File: src/rtl/hash_nonce_ctrl_if.sv
// Bundle between the host/probe side, the nonce controller and the 16-byte hash core.
// The controller takes the slave view; the host plus core side takes the master view.
interface hash_nonce_ctrl_if;
  logic         start;
  logic         abort;
  logic [111:0] header;
  logic [7:0]   target;
  logic [7:0]   hash_array0;
  logic [7:0]   hash_array1;
  logic [7:0]   hash_array2;
  logic [7:0]   array_numbers0;
  logic [7:0]   array_numbers1;
  logic [7:0]   array_numbers2;
  logic [7:0]   array_numbers3;
  logic [7:0]   array_numbers4;
  logic [7:0]   array_numbers5;
  logic [7:0]   array_numbers6;
  logic [7:0]   array_numbers7;
  logic [7:0]   array_numbers8;
  logic [7:0]   array_numbers9;
  logic [7:0]   array_numbers10;
  logic [7:0]   array_numbers11;
  logic [7:0]   array_numbers12;
  logic [7:0]   array_numbers13;
  logic [7:0]   array_numbers14;
  logic [7:0]   array_numbers15;
  logic         ready;
  logic         busy;
  logic         done;
  logic         found;
  logic [15:0]  nonce_out;
  logic [23:0]  hash_out;

  modport master (
    output start, abort, header, target, hash_array0, hash_array1, hash_array2,
    input  array_numbers0, array_numbers1, array_numbers2, array_numbers3,
    input  array_numbers4, array_numbers5, array_numbers6, array_numbers7,
    input  array_numbers8, array_numbers9, array_numbers10, array_numbers11,
    input  array_numbers12, array_numbers13, array_numbers14, array_numbers15,
    input  ready, busy, done, found, nonce_out, hash_out
  );

  modport slave (
    input  start, abort, header, target, hash_array0, hash_array1, hash_array2,
    output array_numbers0, array_numbers1, array_numbers2, array_numbers3,
    output array_numbers4, array_numbers5, array_numbers6, array_numbers7,
    output array_numbers8, array_numbers9, array_numbers10, array_numbers11,
    output array_numbers12, array_numbers13, array_numbers14, array_numbers15,
    output ready, busy, done, found, nonce_out, hash_out
  );
endinterface

File: src/rtl/hash_nonce_ctrl.sv
// Nonce search sequencer: feeds header+nonce to the hash core, holds ready for the core's
// evaluation window, and stops at the first hash below target or at MAX_NONCE.
module hash_nonce_ctrl #(
  parameter int unsigned CORE_LAT  = 32,
  parameter logic [15:0] MAX_NONCE = 16'hFFFF
) (
  input logic             clk,
  input logic             reset,
  hash_nonce_ctrl_if.slave bus
);

  localparam int unsigned CntW = (CORE_LAT > 1) ? $clog2(CORE_LAT) : 1;
  localparam logic [CntW-1:0] CntLast = CntW'(CORE_LAT - 1);

  typedef enum logic [2:0] {StIdle, StLoad, StRun, StCheck, StDone} state_e;

  state_e        state_q, state_d;
  logic [CntW-1:0] cnt_q, cnt_d;
  logic [15:0]   nonce_q, nonce_d;
  logic [7:0]    target_q, target_d;
  // Byte k of the core input lives at data[8k+7:8k]; bytes 14/15 carry the nonce.
  logic [127:0]  data_q, data_d;
  logic          ready_q, ready_d;
  logic          busy_q, busy_d;
  logic          done_q, done_d;
  logic          found_q, found_d;
  logic [15:0]   nonce_out_q, nonce_out_d;
  logic [23:0]   hash_out_q, hash_out_d;
  logic [23:0]   sample;
  logic [15:0]   nonce_inc;

  assign sample    = {bus.hash_array0, bus.hash_array1, bus.hash_array2};
  assign nonce_inc = nonce_q + 16'd1;

  always_comb begin
    state_d     = state_q;
    cnt_d       = cnt_q;
    nonce_d     = nonce_q;
    target_d    = target_q;
    data_d      = data_q;
    found_d     = found_q;
    nonce_out_d = nonce_out_q;
    hash_out_d  = hash_out_q;

    unique case (state_q)
      StIdle, StDone: begin
        if (bus.start) begin
          state_d     = StLoad;
          target_d    = bus.target;
          nonce_d     = 16'd0;
          data_d      = {16'h0000, bus.header};
          found_d     = 1'b0;
          nonce_out_d = 16'd0;
          hash_out_d  = 24'd0;
        end
      end
      StLoad: begin
        state_d = StRun;
        cnt_d   = '0;
      end
      StRun: begin
        cnt_d = cnt_q + 1'b1;
        if (cnt_q == CntLast) state_d = StCheck;
      end
      StCheck: begin
        if (bus.hash_array0 < target_q) begin
          state_d     = StDone;
          found_d     = 1'b1;
          nonce_out_d = nonce_q;
          hash_out_d  = sample;
        end else if (nonce_q == MAX_NONCE) begin
          state_d     = StDone;
          found_d     = 1'b0;
          nonce_out_d = MAX_NONCE;
          hash_out_d  = sample;
        end else begin
          state_d = StLoad;
          nonce_d = nonce_inc;
          data_d  = {nonce_inc[7:0], nonce_inc[15:8], data_q[111:0]};
        end
      end
      default: state_d = StIdle;
    endcase

    // Abort freezes the core inputs where they are but drops every result.
    if (bus.abort) begin
      state_d     = StIdle;
      nonce_d     = nonce_q;
      data_d      = data_q;
      found_d     = 1'b0;
      nonce_out_d = 16'd0;
      hash_out_d  = 24'd0;
    end

    ready_d = (state_d == StRun) || (state_d == StCheck);
    busy_d  = (state_d == StLoad) || (state_d == StRun) || (state_d == StCheck);
    done_d  = (state_d == StDone);
  end

  always_ff @(posedge clk) begin
    if (reset) begin
      state_q     <= StIdle;
      cnt_q       <= '0;
      nonce_q     <= 16'd0;
      target_q    <= 8'd0;
      data_q      <= 128'd0;
      ready_q     <= 1'b0;
      busy_q      <= 1'b0;
      done_q      <= 1'b0;
      found_q     <= 1'b0;
      nonce_out_q <= 16'd0;
      hash_out_q  <= 24'd0;
    end else begin
      state_q     <= state_d;
      cnt_q       <= cnt_d;
      nonce_q     <= nonce_d;
      target_q    <= target_d;
      data_q      <= data_d;
      ready_q     <= ready_d;
      busy_q      <= busy_d;
      done_q      <= done_d;
      found_q     <= found_d;
      nonce_out_q <= nonce_out_d;
      hash_out_q  <= hash_out_d;
    end
  end

  assign bus.array_numbers0  = data_q[7:0];
  assign bus.array_numbers1  = data_q[15:8];
  assign bus.array_numbers2  = data_q[23:16];
  assign bus.array_numbers3  = data_q[31:24];
  assign bus.array_numbers4  = data_q[39:32];
  assign bus.array_numbers5  = data_q[47:40];
  assign bus.array_numbers6  = data_q[55:48];
  assign bus.array_numbers7  = data_q[63:56];
  assign bus.array_numbers8  = data_q[71:64];
  assign bus.array_numbers9  = data_q[79:72];
  assign bus.array_numbers10 = data_q[87:80];
  assign bus.array_numbers11 = data_q[95:88];
  assign bus.array_numbers12 = data_q[103:96];
  assign bus.array_numbers13 = data_q[111:104];
  assign bus.array_numbers14 = data_q[119:112];
  assign bus.array_numbers15 = data_q[127:120];

  assign bus.ready     = ready_q;
  assign bus.busy      = busy_q;
  assign bus.done      = done_q;
  assign bus.found     = found_q;
  assign bus.nonce_out = nonce_out_q;
  assign bus.hash_out  = hash_out_q;

endmodule

File: src/flat_wrapper.sv
// flat-port wrapper written by rule: the top's interface ports become plain ports
module hash_nonce_ctrl_flat 
#(
  parameter int unsigned CORE_LAT  = 32,
  parameter logic [15:0] MAX_NONCE = 16'hFFFF
)
  (clk, reset, bus_start, bus_abort, bus_header, bus_target, bus_hash_array0, bus_hash_array1, bus_hash_array2, bus_array_numbers0, bus_array_numbers1, bus_array_numbers2, bus_array_numbers3, bus_array_numbers4, bus_array_numbers5, bus_array_numbers6, bus_array_numbers7, bus_array_numbers8, bus_array_numbers9, bus_array_numbers10, bus_array_numbers11, bus_array_numbers12, bus_array_numbers13, bus_array_numbers14, bus_array_numbers15, bus_ready, bus_busy, bus_done, bus_found, bus_nonce_out, bus_hash_out);
  hash_nonce_ctrl_if bus_i ();
  input logic clk;
  input logic reset;
  input wire logic [$bits(bus_i.start)-1:0] bus_start;
  input wire logic [$bits(bus_i.abort)-1:0] bus_abort;
  input wire logic [$bits(bus_i.header)-1:0] bus_header;
  input wire logic [$bits(bus_i.target)-1:0] bus_target;
  input wire logic [$bits(bus_i.hash_array0)-1:0] bus_hash_array0;
  input wire logic [$bits(bus_i.hash_array1)-1:0] bus_hash_array1;
  input wire logic [$bits(bus_i.hash_array2)-1:0] bus_hash_array2;
  output wire logic [$bits(bus_i.array_numbers0)-1:0] bus_array_numbers0;
  output wire logic [$bits(bus_i.array_numbers1)-1:0] bus_array_numbers1;
  output wire logic [$bits(bus_i.array_numbers2)-1:0] bus_array_numbers2;
  output wire logic [$bits(bus_i.array_numbers3)-1:0] bus_array_numbers3;
  output wire logic [$bits(bus_i.array_numbers4)-1:0] bus_array_numbers4;
  output wire logic [$bits(bus_i.array_numbers5)-1:0] bus_array_numbers5;
  output wire logic [$bits(bus_i.array_numbers6)-1:0] bus_array_numbers6;
  output wire logic [$bits(bus_i.array_numbers7)-1:0] bus_array_numbers7;
  output wire logic [$bits(bus_i.array_numbers8)-1:0] bus_array_numbers8;
  output wire logic [$bits(bus_i.array_numbers9)-1:0] bus_array_numbers9;
  output wire logic [$bits(bus_i.array_numbers10)-1:0] bus_array_numbers10;
  output wire logic [$bits(bus_i.array_numbers11)-1:0] bus_array_numbers11;
  output wire logic [$bits(bus_i.array_numbers12)-1:0] bus_array_numbers12;
  output wire logic [$bits(bus_i.array_numbers13)-1:0] bus_array_numbers13;
  output wire logic [$bits(bus_i.array_numbers14)-1:0] bus_array_numbers14;
  output wire logic [$bits(bus_i.array_numbers15)-1:0] bus_array_numbers15;
  output wire logic [$bits(bus_i.ready)-1:0] bus_ready;
  output wire logic [$bits(bus_i.busy)-1:0] bus_busy;
  output wire logic [$bits(bus_i.done)-1:0] bus_done;
  output wire logic [$bits(bus_i.found)-1:0] bus_found;
  output wire logic [$bits(bus_i.nonce_out)-1:0] bus_nonce_out;
  output wire logic [$bits(bus_i.hash_out)-1:0] bus_hash_out;
  assign bus_i.start = bus_start;
  assign bus_i.abort = bus_abort;
  assign bus_i.header = bus_header;
  assign bus_i.target = bus_target;
  assign bus_i.hash_array0 = bus_hash_array0;
  assign bus_i.hash_array1 = bus_hash_array1;
  assign bus_i.hash_array2 = bus_hash_array2;
  assign bus_array_numbers0 = bus_i.array_numbers0;
  assign bus_array_numbers1 = bus_i.array_numbers1;
  assign bus_array_numbers2 = bus_i.array_numbers2;
  assign bus_array_numbers3 = bus_i.array_numbers3;
  assign bus_array_numbers4 = bus_i.array_numbers4;
  assign bus_array_numbers5 = bus_i.array_numbers5;
  assign bus_array_numbers6 = bus_i.array_numbers6;
  assign bus_array_numbers7 = bus_i.array_numbers7;
  assign bus_array_numbers8 = bus_i.array_numbers8;
  assign bus_array_numbers9 = bus_i.array_numbers9;
  assign bus_array_numbers10 = bus_i.array_numbers10;
  assign bus_array_numbers11 = bus_i.array_numbers11;
  assign bus_array_numbers12 = bus_i.array_numbers12;
  assign bus_array_numbers13 = bus_i.array_numbers13;
  assign bus_array_numbers14 = bus_i.array_numbers14;
  assign bus_array_numbers15 = bus_i.array_numbers15;
  assign bus_ready = bus_i.ready;
  assign bus_busy = bus_i.busy;
  assign bus_done = bus_i.done;
  assign bus_found = bus_i.found;
  assign bus_nonce_out = bus_i.nonce_out;
  assign bus_hash_out = bus_i.hash_out;
  hash_nonce_ctrl #(.CORE_LAT(CORE_LAT), .MAX_NONCE(MAX_NONCE)) u_core (.clk(clk), .reset(reset), .bus(bus_i));
endmodule
File: config.mk
export PLATFORM = sky130hd
export DESIGN_NAME = hash_nonce_ctrl_flat
export DESIGN_NICKNAME = d
export VERILOG_FILES = /design/src/rtl/hash_nonce_ctrl_if.sv /design/src/rtl/hash_nonce_ctrl.sv /design/src/flat_wrapper.sv
export SDC_FILE = /design/constraint.sdc
export NUM_CORES = 1
export LEC_CHECK = 0
export BUFFER_PORTS_ARGS = -buffer_cell sky130_fd_sc_hd__buf_2
export CORE_AREA = 2 2 116 202
export DETAILED_ROUTE_END_ITERATION = 16
export DIE_AREA = 0 0 118 204
export PLACE_DENSITY_LB_ADDON = 0.1
export SETUP_SLACK_MARGIN = 0.2
export SLEW_MARGIN = 20
export SYNTH_ARGS = -nofsm -noshare
export SYNTH_HDL_FRONTEND = slang
export SYNTH_SLANG_ARGS = --single-unit
File: constraint.sdc
create_clock -name clk -period 2.7 [get_ports clk]
set_clock_uncertainty 0.05 [all_clocks]
set_input_delay 0.81 -clock clk [delete_from_list [all_inputs] [get_ports clk]]
set_output_delay 0.81 -clock clk [all_outputs]
set_load 0.01 [all_outputs]
; Yosys cells after proc, flatten, opt, wreduce, memory -nomap -nowiden
; Cells that the tools add are included.
[op_classes]
add_sub_neg = 2
n_mul = 0
div = 0
magnitude_cmp = 1
n_eq_ne = 14
shifts = 0
n_mux = 26
bitwise_logic = 2
reduce_logical = 12
[ops]
columns = operator, n
row1 = $mux W128, 3
row2 = $pmux W128 S2, 1
row3 = $mux W16, 5
row4 = $mux W24, 3
row5 = $pmux W16 S2, 2
row6 = $pmux W24 S2, 1
row7 = $add A16 B1 Y16 const B, 1
row8 = $eq A16 B16 Y1 const B, 1
row9 = $mux W3, 5
row10 = $eq A3 B2 Y1 const B, 4
row11 = $pmux W3 S4, 1
row12 = $pmux W5 S2, 1
row13 = $lt A8 B8 Y1, 1
row14 = $eq A3 B1 Y1 const B, 2
row15 = $eq A3 B3 Y1 const B, 2
row16 = $ne A2 B2 Y1 const B, 3
row17 = $add A5 B1 Y5 const B, 1
row18 = $eq A5 B5 Y1 const B, 1
row19 = $reduce_and A5 Y1, 1
row20 = $reduce_and A4 Y1, 1
row21 = $reduce_bool A2 Y1, 2
row22 = $reduce_or A2 Y1, 2
row23 = $logic_not A3 Y1, 1
row24 = $logic_or A1 B1 Y1, 3
row25 = other kinds (6), 9
[word_totals]
reg_bits = 204
latchBits = 0
ram_bits = 0
rom_bits = 0
inputBits = 148
out_inout_bits = 172
word_cells = 69
mem_count = 0

; Longest topological paths before layout
[depth]
ltp_word = 8
mapped_depth = 9
mapped_depth_nobuf = 7

; Worst setup path before layout
; OpenSTA, ideal clock, no wires.
[synth_timing]
path_type = input-to-reg
startpoint = in bus_hash_array0[5]
endpoint = reg u_core.nonce_out_q[0], in the netlist u_core.bus.nonce_out[0]
setup_ns = 0.119
arrival_ns = 2.512
slack_ns = 0.020
stages = 7
n_path_buf = 1
cell_sequence = ha_1 > a21o_1 > a221oi_1 > o21a_1 > clkbuf_1 > nand2_1 > o221a_2
[synth_via]
elab_chain_len = 3
[synth_lines]
columns = element, line_no
row1 = from (decl), flat_wrapper.sv:15  ; input wire logic [$bits(bus_i.hash_array0)-1:0] bus_hash_array0;
row2 = $lt A8 B8 Y1 (*), hash_nonce_ctrl.sv:66  ; if (bus.hash_array0 < target_q) begin
row3 = $ne A3 B1 Y1 (no source line) / $mux W16 (equally long branches), -
row4 = $reduce_and A3 Y1 (no source line) / $pmux W16 S2 (equally long branches), -
row5 = to (signal assigned), hash_nonce_ctrl.sv:123  ; nonce_out_q <= nonce_out_d;
row6 = to (decl), hash_nonce_ctrl.sv:27  ; logic [15:0] nonce_out_q, nonce_out_d;
; Every way passes the cells marked *; elsewhere a longest branch is shown, timed or not.
; A chain may end at the register's enable or synchronous reset.

; Worst setup path after layout
[layout_timing]
startpoint = in bus_hash_array0[7]
endpoint = reg u_core.data_q[114]
[layout_via]
elab_chain_len = 3
[layout_lines]
columns = element, line_no
row1 = $lt A8 B8 Y1, hash_nonce_ctrl.sv:66
row2 = $ne A2 B2 Y1 (no source line), -
row3 = $reduce_and A5 Y1 (no source line), -
row4 = to (signal assigned), hash_nonce_ctrl.sv:118  ; data_q <= data_d;
row5 = to (decl), hash_nonce_ctrl.sv:22  ; logic [127:0] data_q, data_d;
; Every way passes these cells.

==> impl_metrics.yaml <==
die:
  die_area_mm2: 0.0241
  start_util_pct: 32.3
  die_w_um: 118
  core_area_mm2: 0.0226
  ios: 320
  die_h_um: 204
  rows: 73
sta:
  hold_viol: 0
  rsz0062_at_grt: "false"
  slew-limit-headroom_pct: 29.3
  fmax_mhz: 417
  fin_crit_ps: 2400
  fin_setup_tns_ps: 0
  fin_crit_sh_pct: 88.7
  slew_violations: 0
  finalWorstSetupSlack_ps: 305
  tightest_slew_ps: 1060
  fin_hold_ws_ps: 400
  setup_violations: 0
worst_setup_path:
  crit_arrival_ps: 2720
  critical-path-max-stage-delay_ps: 490
  crit_type: "input pin to flip-flop"
  cp-start-kind: "input pin"
  critPathMaxFanout: 20
  crit_chain: "buf_2, ha_1, and2_1, o2111ai_1, o21a_2, buf_12, or4_1, a21oi_1"
  required_ps: 3020
  crit_path_end_kind: "flip-flop"
  reg2reg_slack_ps: 400
  cp_slowest_cell: "or4_1"
grt:
  gr-usage-all-layers_pct: 18.7
  grt_antenna_before_repair: 0
  grt_overflow: 0
  grt_max_degree: 95
  grt_pass1_wl_um: 35800
  grt_pass1_vias: 6720
synth:
  async_reset_ff_share_pct: 0
  synth_top_area_share_pct: 51.7
  synth-seq-cells: 188
  synth_top_area_cell: "dfxtp_1"
  syn_avg_cell_area_um2: 8.33
  ys_seq_area_share_pct: 51.7
  synth_area_leaders: "dfxtp_1, nand2_1, a21oi_1, a32o_1, clkbuf_1"
  ys_types: 52
  netlist_area_mm2: 0.00729
  synthCells: 875
  synthFlopType: "dfxtp_1"
  synth.most_common_cell: "nand2_1"
  ys_warn_count: 0
  synth_common_cells: "nand2_1, dfxtp_1, a21oi_1"
  synth_fp_nets: 1033
  synth_edf_count: 0
cells_and_area:
  nFillCells: 2366
  design_area_mm2: 0.00993
  drive_gt1_share_pct: 33.7
  n_antenna_cell: 0
  area_growth_pct: 36.2
  multi_input_area_mm2: 0.00326
  finalNetCount: 1332
  regArea_mm2: 0.00376
clock_tree:
  root_buffer: "clkbuf_16"
  cts_setup_buffers: 0
  htree_num_levels: 4
  clock_latency_ps: 450
  cts.sinks: 188
  cts_buffers: 17
  clock_path_buffers: 2
  clkTransAtPathRegs_ps: 70
  cts_tree: "built"
placement:
  postPlaceCellArea_mm2: 0.00933
  place_congestion: 0.779
  place_hpwl_um: 16400
  pre_cts_slack_ps: -204
  io_buffers: 319
run_status:
  status: "complete, no violations"
power:
  vdd_drop_max_mv: 0.602
  p_leak_nw: 4.39
  p_per_area_mw_per_mm2: 611
  p_total_mw: 6.06
run:
  max-cap-violations: 0
detailed_routing:
  vias_per_cell: 4.80
  wl_um: 23000
  ant_nets: 0
  num_vias: 7139
  first_iter_violations: 305
  drc_errors: 0
  drt-pass1-iter-count: 4
  wl_per_cell_um: 15.5
hold_path:
  hold_class: "flip-flop to flip-flop"
-- placed cells by master, fill, tap and decap left out, drive strengths merged, types with 11 or more instances in the layout --
cell type and count:
a21oi 142, a32o 24, buf 350, clkbuf 25, dfxtp 188, nand2 272, nand3 15, nor2 18
o21ai 32, o32a 11
-- per-layer routing --
metal	wire length [um]	track usage [%]
met4	512	7.75
met5	0	0
met3	1490	5.92
met2	12300	33.8
met1	8740	19.9
-- state kept, by name, summed over array words and instances (netlist names) --
| signal | flops |
|---|---|
| u_core.cnt_q | 5 |
| u_core.bus.hash_out | 24 |
| u_core.target_q | 8 |
| u_core.bus.ready | 1 |
| u_core.nonce_q | 1 |
| u_core.bus.done | 1 |
| u_core.data_q | 127 |
| u_core.state_q | 3 |
| u_core.bus.nonce_out | 16 |
| u_core.bus.found | 1 |
| u_core.bus.busy | 1 |
-- kinds of logic after synthesis --
kind of cell	after synthesis	synth area share [%]
and+or+nand+nor	351	20.7
DFF	188	51.7
xor gates and xnor gates	1	0.120
adders and majority gates	10	1.72
buffers and inverters	80	4.47
AOI/OAI and AO/OA	239	20.5
muxes	6	0.824
-- final timing paths --
check	cells past startpoint	to	from
worst max register to register	7	u_core.bus.hash_out[18]$_SDFFE_PP0P_	u_core.data_q[120]$_SDFFE_PP0P_
worst min register to register	2	u_core.data_q[67]$_SDFFE_PP0P_	u_core.data_q[67]$_SDFFE_PP0P_
worst max-delay path	8	u_core.data_q[114]$_SDFFE_PP0P_	bus_hash_array0[7]
worst min-delay path	2	u_core.data_q[67]$_SDFFE_PP0P_	u_core.data_q[67]$_SDFFE_PP0P_
-- cell type report --
cell class / instances / share of cell area [%]
Tap cell: 300 / 3.78
Multi-Input combinational cell: 607 / 32.8
Inverter: 10 / 0.378
Timing Repair Buffer: 350 / 19.3
Clock buffer: 25 / 4.89
Clock inverter: 7 / 0.882
Sequential cell: 188 / 37.9
-- critical path, delay by kind of cell --
kind	cells	cell delay, ps
AO/OA/AOI/OAI	3	650
buffers and inverters	2	280
adder cells (fa/ha/maj)	1	300
AND/OR/NAND/NOR	2	650
-- repair_timing --
item	4_1_cts	5_1_grt
hold buffers	0	0
setup endpoints to repair	0	15
resized for setup	0	4
-- power breakdown --
part | switching [mW] | total [mW] | internal [mW]
Combinational | 0.381 | 0.652 | 0.271
Clock | 1.08 | 2.51 | 1.43
Sequential | 0.0420 | 2.90 | 2.86
Total | 1.50 | 6.06 | 4.57
-- stage by stage --
step | cells | util (%)
after global routing | 1487 | 44.0
after floorplan | 875 | -
after detailed placement | 1455 | 41.4
final | 1487 | 44.0
after global placement | 1455 | 41.4
after CTS | 1487 | 43.9
Note: power is estimated with default switching activity, not from simulation.
